### config.mk
export PLATFORM = sky130hd
export DESIGN_NAME = pr_key_extractor
export DESIGN_NICKNAME = d
export VERILOG_FILES = /design/src/rtl/pr_key_extractor.sv
export SDC_FILE = /design/constraint.sdc
export NUM_CORES = 1
export LEC_CHECK = 0
export CORE_AREA = 2 2 147 149
export DETAILED_ROUTE_END_ITERATION = 16
export DIE_AREA = 0 0 149 151
export PLACE_DENSITY_LB_ADDON = 0.25
export SYNTH_ARGS = -nofsm -noshare
export SYNTH_HDL_FRONTEND = slang
export SYNTH_SLANG_ARGS = --single-unit
### constraint.sdc
create_clock -name clk -period 10.16 [get_ports clk]
set_input_delay 1.016 -clock clk [delete_from_list [all_inputs] [get_ports clk]]
set_output_delay 1.016 -clock clk [all_outputs]
set_load 0.03 [all_outputs]
### src/rtl/pr_key_extractor.sv
`default_nettype none
// ============================================================================
// Module  : pr_key_extractor
// Brief   : Parses TAG/LEN/payload/trailer byte frames into MSB-first search
//           keys behind a first-word fall-through FIFO.
//           Optional feature macro: PR_TRAILER_CHECK_EN (adds err_trl).
// Revision: 1.0 - initial release
// ============================================================================
module pr_key_extractor #(
   parameter int KEY_W      = 24,
   parameter int MAX_LEN    = 1024,
   parameter int FIFO_DEPTH = 4
`ifdef PR_TRAILER_CHECK_EN
   ,
   parameter logic [7:0] TRAILER = 8'hFF
`endif
) (
   input  logic             clk,
   input  logic             rst,
   input  logic [7:0]       s_data,
   input  logic             s_valid,
   input  logic             s_sop,
   output logic             s_ready,
   output logic [KEY_W-1:0] m_key,
   output logic [15:0]      m_tag,
   output logic [1:0]       m_bytes,
   output logic             m_last,
   output logic             m_valid,
   input  logic             m_ready,
   output logic             err_len,
   output logic [15:0]      frame_cnt
`ifdef PR_TRAILER_CHECK_EN
   ,
   output logic             err_trl
`endif
);

   localparam int c_KB = KEY_W / 8;
   localparam int c_AW = $clog2(FIFO_DEPTH);
   localparam int c_CW = c_AW + 1;
   localparam int c_EW = KEY_W + 16 + 2 + 1;
   localparam logic [c_AW:0] c_FULL = FIFO_DEPTH[c_AW:0];

   typedef enum logic [2:0] {
      ST_IDLE = 3'd0,
      ST_HDR  = 3'd1,
      ST_PAY  = 3'd2,
      ST_TRL  = 3'd3,
      ST_DROP = 3'd4
   } state_t;

   state_t           r_state;
   logic [1:0]       r_hcnt;
   logic [7:0]       r_len_hi;
   logic [15:0]      r_tag;
   logic [15:0]      r_rem;
   logic [KEY_W-1:0] r_key;
   logic [1:0]       r_kcnt;
   logic             r_err_len;
   logic [15:0]      r_frame_cnt;
`ifdef PR_TRAILER_CHECK_EN
   logic             r_err_trl;
`endif

   logic [c_EW-1:0]  r_mem [FIFO_DEPTH];
   logic [c_AW-1:0]  r_wr_ptr;
   logic [c_AW-1:0]  r_rd_ptr;
   logic [c_AW:0]    r_count;

   logic             w_full;
   logic             w_acc;
   logic             w_pop;
   logic             w_pay_byte;
   logic             w_final;
   logic             w_kfull;
   logic             w_push;
   logic [15:0]      w_len;
   logic             w_len_bad;
   logic [KEY_W-1:0] w_key_nx;
   logic [c_EW-1:0]  w_entry;

   // Backpressure only matters where a byte can push a key.
   assign w_full     = (r_count == c_FULL);
   assign s_ready    = ~rst & (~w_full | (r_state != ST_PAY));
   assign w_acc      = s_valid & s_ready;
   assign w_pop      = m_valid & m_ready;
   assign w_pay_byte = w_acc & ~s_sop & (r_state == ST_PAY);
   assign w_final    = (r_rem == 16'd1);
   assign w_kfull    = (r_kcnt == 2'(c_KB - 1));
   assign w_push     = w_pay_byte & (w_final | w_kfull);
   assign w_len      = {r_len_hi, s_data};
   assign w_len_bad  = (w_len == 16'd0) | ({16'd0, w_len} > MAX_LEN);
   assign w_entry    = {w_key_nx, r_tag, r_kcnt + 2'd1, w_final};

   always_comb begin
      w_key_nx = r_key;
      for (int i = 0; i < c_KB; i++) begin
         if (r_kcnt == 2'(i)) w_key_nx[KEY_W-1-8*i -: 8] = s_data;
      end
   end

   always_ff @(posedge clk or posedge rst) begin
      if (rst) begin
         r_state     <= ST_IDLE;
         r_hcnt      <= 2'd0;
         r_len_hi    <= 8'd0;
         r_tag       <= 16'd0;
         r_rem       <= 16'd0;
         r_key       <= '0;
         r_kcnt      <= 2'd0;
         r_err_len   <= 1'b0;
         r_frame_cnt <= 16'd0;
`ifdef PR_TRAILER_CHECK_EN
         r_err_trl   <= 1'b0;
`endif
      end else begin
         r_err_len <= 1'b0;
`ifdef PR_TRAILER_CHECK_EN
         r_err_trl <= 1'b0;
`endif
         if (w_push && w_final) r_frame_cnt <= r_frame_cnt + 16'd1;
         if (w_acc) begin
            if (s_sop) begin
               // A start byte always restarts parsing; it is an abort unless idle.
               r_err_len   <= (r_state == ST_HDR) || (r_state == ST_PAY) || (r_state == ST_TRL);
               r_tag[15:8] <= s_data;
               r_hcnt      <= 2'd0;
               r_key       <= '0;
               r_kcnt      <= 2'd0;
               r_state     <= ST_HDR;
            end else begin
               case (r_state)
                  ST_HDR: begin
                     r_hcnt <= r_hcnt + 2'd1;
                     case (r_hcnt)
                        2'd0:    r_tag[7:0] <= s_data;
                        2'd1:    r_len_hi   <= s_data;
                        default: begin
                           r_rem <= w_len;
                           if (w_len_bad) begin
                              r_err_len <= 1'b1;
                              r_state   <= ST_DROP;
                           end else begin
                              r_state   <= ST_PAY;
                           end
                        end
                     endcase
                  end
                  ST_PAY: begin
                     r_rem <= r_rem - 16'd1;
                     if (w_push) begin
                        r_key  <= '0;
                        r_kcnt <= 2'd0;
                     end else begin
                        r_key  <= w_key_nx;
                        r_kcnt <= r_kcnt + 2'd1;
                     end
                     if (w_final) r_state <= ST_TRL;
                  end
                  ST_TRL: begin
`ifdef PR_TRAILER_CHECK_EN
                     r_err_trl <= (s_data != TRAILER);
`endif
                     r_state <= ST_IDLE;
                  end
                  default: ;
               endcase
            end
         end
      end
   end

   always_ff @(posedge clk or posedge rst) begin
      if (rst) begin
         for (int i = 0; i < FIFO_DEPTH; i++) r_mem[i] <= '0;
         r_wr_ptr <= '0;
         r_rd_ptr <= '0;
         r_count  <= '0;
      end else begin
         if (w_push) begin
            r_mem[r_wr_ptr] <= w_entry;
            r_wr_ptr        <= r_wr_ptr + c_AW'(1);
         end
         if (w_pop) r_rd_ptr <= r_rd_ptr + c_AW'(1);
         case ({w_push, w_pop})
            2'b10:   r_count <= r_count + c_CW'(1);
            2'b01:   r_count <= r_count - c_CW'(1);
            default: ;
         endcase
      end
   end

   assign {m_key, m_tag, m_bytes, m_last} = r_mem[r_rd_ptr];
   assign m_valid   = (r_count != '0);
   assign err_len   = r_err_len;
   assign frame_cnt = r_frame_cnt;
`ifdef PR_TRAILER_CHECK_EN
   assign err_trl   = r_err_trl;
`endif

endmodule
`default_nettype wire
Word-level counts from Yosys, hierarchy flattened
Cells that the tools add are included.
Widths: inputs -> output; s select.

cells by class
  add/sub/neg operators = 8
  order comparisons = 4
  eq/ne operators = 14
  multiplexer cells = 30
  bitwise logic cells = 14
  reductions and logical operators = 21

operators by type and width
  operator               count
  $bwmux 172             1
  $mux 43                3
  $bmux 43 s2            1
  $demux 43 s2           1
  $mux 24                3
  $pmux 16 s2            1
  $mux 8                 3
  $add 16x1->16 const B  1
  $eq 16x1->1 const B    1
  $gt 16x11->1 const B   1
  $logic_not 16->1       1
  $mux 16                1
  $reduce_and 4->1       4
  $sub 16x1->16 const B  1
  $mux 3                 4
  $mux 2                 5
  $pmux 3 s3             1
  $add 2x1->2 const B    4
  $reduce_bool 2->1      4
  $and 1x1->1            6
  $eq 2x1->1 const B     3
  $eq 3x2->1 const B     2
  $ge 3x3->1 const B     2
  $ne 3x3->1 const B     2
  20 further kinds       35

storage, ports and cells
  register bits = 267
  output and inout bits = 62

Logic depth before layout (Yosys ltp)
  depth in word-level cells = 11
  mapped depth = 12
  mapped depth without buffers = 12

Worst setup path after synthesis
No wires, ideal clock.

  path type = register to output
  start = register r_rd_ptr[0]
  end = output m_key[10]
  arrival time = 1.916 ns
  setup slack = 7.228 ns
  stages on the path, launching flop included = 4
  cell sequence = dfrtp_1 -> clkbuf_1 -> buf_1 -> mux4_2

between the ends
  longest elaborated chain between the ends = 4

RTL lines
  what                                         line  RTL
  start: declaration                           67    logic [c_AW-1:0] r_rd_ptr;
  start signal: assignment                     184   if (w_pop) r_rd_ptr <= r_rd_ptr + c_AW'(1);
  $not 2->3 (implied by the code)              193   assign {m_key, m_tag, m_bytes, m_last} = r_mem[r_rd_ptr];
  $bmux 43 s2                                  193
  $mux 43 (implied by the code) (2 in series)  193
  end: declaration                             24    output logic [KEY_W-1:0] m_key,

No other way between the ends. The select of a mux whose other input is x is not followed.

Worst setup path after layout
  start = register r_rd_ptr[1]
  end = output m_key[18]

Same word-level chain as after synthesis.

==> results by group <==
Run status
  – Status: completed

Timing
  – Fin Hold WS: 474 ps
  – Max Clk Rate: 256 MHz
  – Slew Viols, Final: 0
  – Worst slew margin: 15.0%
  – Worst slew pin tran: 1270 ps
  – Minimum clock period: 3910 ps
  – Hold Violations, Final: 0
  – Setup Viol. Count Final: 0
  – Setup Skew: 10.6 ps
  – Final Cycle Share: 38.5%
  – Setup_tns: 0 ps
  – RSZ-0062 raised after global routing: no

Critical path
  – Cell Chain, Critical Path: mux4_2 > clkdlybuf4s50_1
  – Critical Path End Type: primary output
  – Crit path DAT: 2890 ps
  – Reg2reg setup slack: 7050 ps
  – CP max FO: 44
  – Worst r2r src: r_state[1]
  – Worst reg-to-reg path cell count: 5
  – Required @ worst endpoint: 9140 ps
  – Startpoint Class: flip-flop
  – Worst path slowest cell: dfrtp_2
  – Delay of the slowest critical-path stage: 1210 ps
  – Reg-to-reg endpoint: frame_cnt[3]
  – Crit Path Category: flip-flop to primary output

Min path
  – Min-delay worst type: flip-flop to flip-flop
  – Hold path depth: 1
  – Worst Hold End: frame_cnt[15]
  – Hold path start: frame_cnt[15]

Synthesis
  – Post-synth EDFFs: 0
  – Sequential-to-total area share from yosys stat: 55.1%
  – Cells after Synth: 832
  – Number of synthesized register bits: 267
  – Most used DFF post-synth: dfrtp_1
  – Post-Syn Area: 12,100 sq um
  – Post-synth ARST share: 100%
  – Synthesized area per cell: 14.6 sq um
  – Netlist cell types: 60
  – Syn nets: 859
  – Yosys warnings: 0

Global route
  – Tot GR Track Use: 24.7%
  – Vias in the first global route: 7,970
  – Global-route wire length before repair: 43,300 microns
  – Largest net degree at the start of global routing: 147
  – Grt ovf: 0
  – Antenna violations before repair: 1

Floorplanning
  – Initial Util: 58.2%
  – Die area: 22,500 sq um
  – I/O pin count: 75
  – Die W: 149 microns
  – Vertical die dimension: 151 microns
  – Core Box Area: 20,800 sq um
  – Site Rows: 53

Pwr
  – Leak: 0.00663 uW
  – Sw Pwr: 857 uW
  – Power share of the clock group: 34.5%
  – Combinational Power Share: 19.9%
  – Power Density: 205 nW/um^2
  – Seq pwr share: 45.6%
  – Final Power: 2870 uW
  – Max VDD drop: 0.124 mV
  – Int Power: 2010 uW
  – Sw Share: 29.9%

Routing
  – Drt via density: 6.16
  – # DRC: 0
  – Pre-antenna DRT Iters: 4
  – Metal-1 WL: 11,300 microns
  – Drt first-iter violations: 466
  – Via Count: 7,376
  – Highest metal used: met4
  – Drt wl/cell: 22.1 microns
  – Routed wl met3: 1200 microns
  – Routed wire length: 26,500 microns
  – Post-DRT Antenna Nets: 0
  – Met2 wire length: 13,400 microns

Placed design
  – I/O Buffers: 74
  – DP Wirelength: 16,200 microns
  – Final Wtd Congestion: 0.804

Layout
  – Area grow syn2layout: 15.7%
  – Fraction of layout cells with a size suffix above 1: 35.5%
  – Fin nets: 929

CTS
  – Resized cells post-CTS: 0
  – Hold_buf cts: 0
  – H-tree depth: 1
  – CTS tree: done
  – Maximum clock path buffer count: 3
  – Reg clk slew, reported paths: 60 ps
  – Post-CTS setup buffers: 0
  – Root Buffer Master: clkbuf_16
  – Clk Latency, worst-skew pair: 520 ps
  – Clk sink count: 267
  – CTS buffer count: 27

Flow run
  – Maxcap violations: 0
-- cell type report --
| type | count | area (sq um) |
|---|---|---|
| multi-input combinational | 501 | 5170 |
| clock inverter | 9 | 78.8 |
| antenna | 1 | 2.50 |
| sequential | 267 | 6680 |
| fill | 1454 | 6800 |
| timing repair buffer | 88 | 846 |
| clock buffer | 39 | 831 |
| inverter | 17 | 71.3 |
| tap | 275 | 344 |
-- cell usage after synthesis, types with 4 or more instances --
master,number,area (sq um)
a21oi_1,17,85.1
a22o_1,30,263
a22oi_1,4,30.0
and3_1,5,31.3
buf_1,5,18.8
buf_2,19,95.1
clkbuf_1,20,75.1
dfrtp_1,267,6680
ha_1,13,163
inv_1,17,63.8
mux2_1,15,169
mux2_2,204,2300
mux2i_1,4,40.0
mux4_2,43,968
nand2_1,21,78.8
nand3_1,10,50.1
nand3_2,4,40.0
nand4_1,5,31.3
nor2_1,16,60.1
nor3_1,7,35.0
nor3b_1,4,30.0
nor4_1,7,43.8
o21a_1,6,45.0
o21ai_0,14,70.1
o22ai_1,4,25.0
o2bb2ai_1,6,52.6
xnor2_1,17,149
xor2_1,4,35.0
-- cell families after synthesis --
logic type / synth area share (%)
XOR/XNOR: 1.52
buffers and inverters: 2.28
multiplexers: 28.7
AND/OR/NAND/NOR: 5.00
adder cells (fa/ha/maj): 1.51
AO/OA/AOI/OAI: 5.93
flip-flops: 55.1
-- power by group through the flow --
stage / Sequential [uW] / Combinational [uW] / Clock [uW]
detailed placement: 1320 / 573 / 0
floorplan: 1250 / 483 / 0
finish: 1310 / 571 / 990
CTS: 1300 / 577 / 1010
global placement: 1310 / 547 / 0
global route: 1320 / 625 / 1060
-- placed cells by master (no fill, tap or decap), types with 10 or more instances in the layout --
master / instances
dfrtp_1: 265
mux2_2: 204
clkdlybuf4s50_1: 74
mux4_2: 43
a22o_1: 30
clkbuf_16: 27
nand2_1: 21
a21oi_1: 17
xnor2_1: 17
nor2_1: 16
inv_1: 16
mux2_1: 15
o21ai_0: 14
buf_4: 14
ha_1: 13
clkbuf_8: 11
nand3_1: 10
-- sequential cells by signal (all words and copies together) (netlist names) --
name and cells:
r_tag 16, frame_cnt 16, r_wr_ptr 2, r_rd_ptr 2, r_key 24, r_state 3
r_rem 16, r_count 3, r_hcnt 2, r_len_hi 8, r_mem 172, r_kcnt 2
err_len 1
-- metal layers --
layer  up-vias  GRT usage (%)
met5         -              0
met4         0           6.76
li1       3255              -
met3        47           3.95
met1      3886           32.7
met2       188           42.9
-- per-stage QoR --
| stage | cells | util [%] | instance area [sq um] | setup slack, ps |
|---|---|---|---|---|
| 3_3_place_gp | 1148 | 63.0 | 13100 | 6350 |
| 5_1_grt | 1197 | 67.4 | 14000 | 6090 |
| 2_1_floorplan | 832 | - | 12100 | 1790 |
| 6_report | 1197 | 67.4 | 14000 | 6250 |
| 3_5_place_dp | 1148 | 63.0 | 13100 | 6210 |
| 4_1_cts | 1196 | 67.3 | 14000 | 6150 |
-- worst max-delay path, delay by kind of cell (launching register included) --
family | cells | cell delay (ps)
flops | 1 | 1210
buf+inv | 1 | 690
mux | 1 | 460
-- worst max path at each step --
stage	start	end	slack, ps	cells after the start
final	r_rd_ptr[1]	m_key[18]	6250	2
after global routing	r_rd_ptr[0]	m_key[10]	6090	3
after CTS	r_rd_ptr[0]	m_bytes[0]	6150	3
after detailed placement	rst	r_mem[100]	6210	4
after global placement	rst	r_mem[61]	6350	4
after floorplan	rst	err_len	1790	1
Note: power is estimated with default switching activity, not from simulation.
